==> config.mk <==
export PLATFORM = sky130hd
export DESIGN_NAME = approx_mult_pipe
export DESIGN_NICKNAME = d
export VERILOG_FILES = /design/src/rtl/approx_mult_pipe.sv
export SDC_FILE = /design/constraint.sdc
export NUM_CORES = 2
export LEC_CHECK = 0
export CAP_MARGIN = 20
export CORE_UTILIZATION = 48
export CTS_BUF_LIST = sky130_fd_sc_hd__clkbuf_16
export DETAILED_ROUTE_END_ITERATION = 6
export SYNTH_ARGS = -nofsm -noshare
export SYNTH_HDL_FRONTEND = slang
export SYNTH_SLANG_ARGS = --single-unit
==> constraint.sdc <==
create_clock -name clk -period 11.2 [get_ports clk]
set_input_delay 1.68 -clock clk [delete_from_list [all_inputs] [get_ports clk]]
set_output_delay 1.68 -clock clk [all_outputs]
set_load 0.02 [all_outputs]
==> src/rtl/approx_mult_pipe.sv <==
// Three-stage unsigned multiplier with an optional OR-approximated low-column region
// and a saturating counter of approximate results that differ from the exact product.
module approx_mult_pipe #(
   parameter int W  = 16,
   parameter int K  = W,
   parameter int CW = 16
) (
   input  logic            clk,
   input  logic            rst_n,
   input  logic            in_valid,
   output logic            in_ready,
   input  logic [W-1:0]    in_a,
   input  logic [W-1:0]    in_b,
   input  logic            in_mode,
   output logic            out_valid,
   input  logic            out_ready,
   output logic [2*W-1:0]  out_p,
   output logic            out_mode,
   output logic [CW-1:0]   err_cnt,
   input  logic            clr_cnt
);

   localparam int PW = 2 * W;

   function automatic logic [PW-1:0] csa_sum(input logic [PW-1:0] x, input logic [PW-1:0] y,
                                             input logic [PW-1:0] z);
      return x ^ y ^ z;
   endfunction

   function automatic logic [PW-1:0] csa_carry(input logic [PW-1:0] x, input logic [PW-1:0] y,
                                               input logic [PW-1:0] z);
      return ((x & y) | (x & z) | (y & z)) << 1;
   endfunction

   function automatic logic [CW-1:0] sat_inc(input logic [CW-1:0] v);
      return (&v) ? v : v + CW'(1);
   endfunction

   logic vld_p1, vld_p2, vld_p3;
   logic ld_p1, ld_p2, ld_p3, adv_p3;

   // A stage loads when empty or when its content moves on this cycle.
   assign adv_p3   = vld_p3 & out_ready;
   assign ld_p3    = vld_p2 & (~vld_p3 | adv_p3);
   assign ld_p2    = vld_p1 & (~vld_p2 | ld_p3);
   assign in_ready = ~vld_p1 | ld_p2;
   assign ld_p1    = in_valid & in_ready;

   always_ff @(posedge clk or negedge rst_n) begin
      if (!rst_n) begin
         vld_p1 <= 1'b0;
         vld_p2 <= 1'b0;
         vld_p3 <= 1'b0;
      end else begin
         vld_p1 <= ld_p1 | (vld_p1 & ~ld_p2);
         vld_p2 <= ld_p2 | (vld_p2 & ~ld_p3);
         vld_p3 <= ld_p3 | (vld_p3 & ~adv_p3);
      end
   end

   // ---- stage 1: operands, mode, partial-product matrix ----
   logic [W-1:0] a_p1, b_p1;
   logic         mode_p1;
   logic [W-1:0] pp_p1 [W];

   always_ff @(posedge clk) begin
      if (ld_p1) begin
         a_p1    <= in_a;
         b_p1    <= in_b;
         mode_p1 <= in_mode;
         for (int i = 0; i < W; i++) begin
            pp_p1[i] <= in_b & {W{in_a[i]}};
         end
      end
   end

   logic [PW-1:0] or_row, row, red_sum, red_carry, nxt_sum, exact_mul;

   // Low columns collapse to a single OR row; remaining columns feed a carry-save chain.
   always_comb begin
      or_row    = '0;
      row       = '0;
      red_sum   = '0;
      red_carry = '0;
      nxt_sum   = '0;
      for (int i = 0; i < W; i++) begin
         for (int j = 0; j < W; j++) begin
            if (mode_p1 && (i + j < K)) begin
               or_row[i+j] = or_row[i+j] | pp_p1[i][j];
            end
         end
      end
      red_sum = or_row;
      for (int i = 0; i < W; i++) begin
         row = '0;
         for (int j = 0; j < W; j++) begin
            if (!(mode_p1 && (i + j < K))) begin
               row[i+j] = pp_p1[i][j];
            end
         end
         nxt_sum   = csa_sum(red_sum, red_carry, row);
         red_carry = csa_carry(red_sum, red_carry, row);
         red_sum   = nxt_sum;
      end
      exact_mul = {{W{1'b0}}, a_p1} * {{W{1'b0}}, b_p1};
   end

   // ---- stage 2: sum/carry rows plus the reference exact product ----
   logic [PW-1:0] sum_p2, carry_p2, exact_p2;
   logic          mode_p2;

   always_ff @(posedge clk) begin
      if (ld_p2) begin
         sum_p2   <= red_sum;
         carry_p2 <= red_carry;
         exact_p2 <= exact_mul;
         mode_p2  <= mode_p1;
      end
   end

   // ---- stage 3: final product ----
   logic [PW-1:0] p_p3, exact_p3;
   logic          mode_p3;

   always_ff @(posedge clk) begin
      if (ld_p3) begin
         p_p3     <= sum_p2 + carry_p2;
         exact_p3 <= exact_p2;
         mode_p3  <= mode_p2;
      end
   end

   // Gating on valid forces zeros the instant reset clears the stage.
   assign out_valid = vld_p3;
   assign out_p     = vld_p3 ? p_p3 : '0;
   assign out_mode  = vld_p3 & mode_p3;

   logic mis_dlv;
   assign mis_dlv = adv_p3 & mode_p3 & (p_p3 != exact_p3);

   always_ff @(posedge clk or negedge rst_n) begin
      if (!rst_n) begin
         err_cnt <= '0;
      end else if (clr_cnt) begin
         err_cnt <= '0;
      end else if (mis_dlv) begin
         err_cnt <= sat_inc(err_cnt);
      end
   end

endmodule

==> results.tsv <==
stage	metric	value	unit
timing	fin crit period	9.01	ns
logic_synthesis	ys flop type	edfxtp_1	
worst_hold_path	Hold Crit Class	reg -> reg	
floorplanning	IO Count	89	
drt	vias per cell	5.23	
drt	met1 wire length	31300	um
global_routing	first-pass GRT wire length	110000	um
critical_path	crit-path cells	buf_4 > buf_4 > nor2b_1 > ha_1 > inv_1 > fa_1 > inv_1 > fa_1 > fa_1 > fa_1 > fa_1 > fa_1 > inv_1 > fa_1 > fa_1 > fa_1 > fa_1 > fa_1 > fa_1 > fa_1 > fa_1 > inv_1 > fa_1	
critical_path	CP arrival	9.35	ns
global_routing	pin count of the biggest net entering global routing	190	
drt	Initial DRC Count	1112	
critical_path	CP Max Fanout	51	
floorplanning	die area	67700	um^2
clock_network	Clk Latency, worst-skew pair	0.61	ns
logic_synthesis	main area contributors after synthesis	edfxtp_1 (41%), fa_1 (26%), and2_1 (7.5%)	
outcome	status	finished clean	
worst_hold_path	worst min-delay path startpoint	exact_p2[1]$_DFFE_PP_	
logic_synthesis	Yosys top cell area share	40.7	%
floorplanning	starting density of the core	48.6	%
drt	Met2 Routed Length	33400	um
place	gp weighted congestion	0.858	
critical_path	Critical Path Start	mode_p1$_DFFE_PP_	
critical_path	Worst Setup EP	sum_p2[15]$_DFFE_PP_	
drt	First-pass DRT Iterations	5	
global_routing	vias in the first global route	19600	
drt	DR WL/cell	19.6	um
critical_path	reg2reg path depth	23	
timing	Slew headroom	17.8	%
critical_path	Worst EP required	11.54	ns
logic_synthesis	top cells by count, synth	edfxtp_1 (434), fa_1 (420), and2_1 (383)	
logic_synthesis	Mean Syn Cell Area	12.4	um^2
timing	fin crit share	80.5	%
critical_path	crit path kind	reg -> reg	
logic_synthesis	most frequent cell after synthesis	edfxtp_1	
clock_network	Max H-tree Level	2	
clock_network	Post-CTS Setup Inserts	0	
logic_synthesis	Syn Nets	3194	
global_routing	gr usage total	21.2	%
critical_path	most used cell, CP	fa_1	
logic_synthesis	count of flip-flops with a built-in enable after synthesis	434	
timing	Final Skew	0.0476	ns
run	max_cap viols	0	
clock_network	TritonCTS clock tree	built	
place	IO Port Bufs	88	
drt	top layer in use	met4	
finish	NumNets Final	3244	
drt	antenna-violating nets left	0	
logic_synthesis	synth warn	0	
timing	Final Max Tran Viols	0	
timing	Slew @ Worst Pin	1.23	ns
finish	layout cells sized above 1	3.81	%
critical_path	R2R Path Start	mode_p1$_DFFE_PP_	
drt	DRC violations left	0	
clock_network	CTS clk-pin slew, worst paths	0.06	ns
finish	area grow syn2layout	10.4	%
drt	DR vias	18500	
drt	WL met3	3270	um
global_routing	GRT Residual Overflow	0	
floorplanning	core footprint	65900	um^2
critical_path	reg-to-reg endpoint	sum_p2[15]$_DFFE_PP_	
critical_path	worst stage delay on the critical path	0.54	ns
finish	number of diodes	0	
timing	Max Freq	111	MHz
timing	total negative slack	0	ns
logic_synthesis	FF+latch count, synth	453	
logic_synthesis	Syn Inst Count	2586	
critical_path	Setup crit start kind	flip-flop	
clock_network	cts-stage hold buffer count	0	
floorplanning	FP Rows	94	
timing	# setup viols final	0	
logic_synthesis	mapped cell area	32000	um^2
critical_path	Worst path slowest cell	fa_1	
critical_path	crit path capture type	flip-flop	
global_routing	initial antenna violation count	4	
critical_path	setup slack, reg-to-reg	2.19	ns
clock_network	Resized cells post-CTS	0	
logic_synthesis	Synth cell types	59	
timing	Final Hold Fails	0	
floorplanning	die width	260	um
clock_network	Root Buffer	clkbuf_16	
logic_synthesis	asr flop ratio synth	4.19	%
drt	final WL	69400	um
clock_network	CTS buffer count	50	
clock_network	clock sink total	453	
logic_synthesis	register area share after synthesis	42.2	%
timing	RSZ-0062 raised after global routing	no	
place	dpl hpwl	50000	um
floorplanning	Die Ht	260	um
logic_synthesis	Synth area leader	edfxtp_1	
clock_network	Longest Clk Path Bufs	3	
-- how the worst min path moves through the flow --
stage,endpoint,slack [ns],cells past startpoint
2_1_floorplan,exact_p3[0]$_DFFE_PP_,0.40,0
3_3_place_gp,exact_p3[25]$_DFFE_PP_,0.40,0
3_5_place_dp,exact_p3[10]$_DFFE_PP_,0.40,0
4_1_cts,exact_p3[1]$_DFFE_PP_,0.39,0
5_1_grt,exact_p3[1]$_DFFE_PP_,0.39,0
6_report,exact_p3[1]$_DFFE_PP_,0.39,0
-- placed cells by master, fill, tap and decap left out, drive strengths merged, types with 19 or more instances in the layout --
cell           netlist  routed
edfxtp             434     434
fa                 420     420
and2               384     384
inv                326     333
nand2              254     254
ha                 150     150
nor2b               90      90
clkdlybuf4s50        0      88
a21oi               56      56
clkbuf              95      50
xor2                48      48
nor2                40      40
nor4                36      36
o21ai               33      33
clkinv               0      26
xnor2               25      25
nor3                21      21
dfrtp               19      19
-- area by class of cell --
| class | instances | area [um^2] |
|---|---|---|
| fill | 5564 | 30500 |
| multi-input combinational | 1709 | 16900 |
| sequential | 453 | 13500 |
| clock buffer | 50 | 1250 |
| inverter | 326 | 1220 |
| tap | 864 | 1080 |
| timing repair buffer | 96 | 953 |
| clock inverter | 43 | 420 |
-- critical path, delay by kind of cell (launching register included) --
kind	cells	cell delay (ns)
adder cells (fa/ha/maj)	16	7.05
buffers and inverters	6	1.16
AND/OR/NAND/NOR	1	0.12
flip-flops	1	0.36
-- metal layers --
metal	up-vias	GRT usage, %
li1	8519	-
met1	9439	29.4
met2	450	34.8
met3	111	3.31
met4	0	5.36
met5	-	0
-- cell families (layout without fill, tap and decap cells) --
| group | count (synthesis) | in the layout | synth area share, % |
|---|---|---|---|
| AO/OA/AOI/OAI | 171 | 171 | 3.38 |
| XOR/XNOR | 73 | 73 | 2.00 |
| adder cells (fa/ha/maj) | 570 | 570 | 32.2 |
| buffers and inverters | 424 | 515 | 4.99 |
| flip-flops | 453 | 453 | 42.2 |
| multiplexers | 4 | 4 | 0.129 |
| other | 1 | 1 | 0.0117 |
| AND/OR/NAND/NOR | 890 | 890 | 15.1 |
-- metrics by stage --
stage | cells | hold WS [ns] | setup slack, ns | instance area (um^2) | utilization (%)
6_report | 3541 | 0.390 | 2.19 | 35300 | 53.6
3_5_place_dp | 3447 | 0.405 | 2.16 | 33600 | 51.1
3_3_place_gp | 3447 | 0.402 | 2.30 | 33600 | 51.1
4_1_cts | 3540 | 0.387 | 2.16 | 35300 | 53.6
5_1_grt | 3541 | 0.388 | 1.86 | 35300 | 53.6
2_1_floorplan | 2586 | 0.400 | 1.97 | 32000 | -
-- flip-flops by register name, indices dropped and copies added, names as in the netlist --
signal and flops:
carry_p2 16, mode_p1 1, vld_p2 1, mode_p3 1
mode_p2 1, exact_p3 32, b_p1 16, a_p1 16
p_p3 32, out_valid 1, vld_p1 1, sum_p2 31
err_cnt 16, exact_p2 32, pp_p1 256
Power is not shown: default switching activity piles up to over one toggle a cycle in this logic, so the estimate is an artifact.
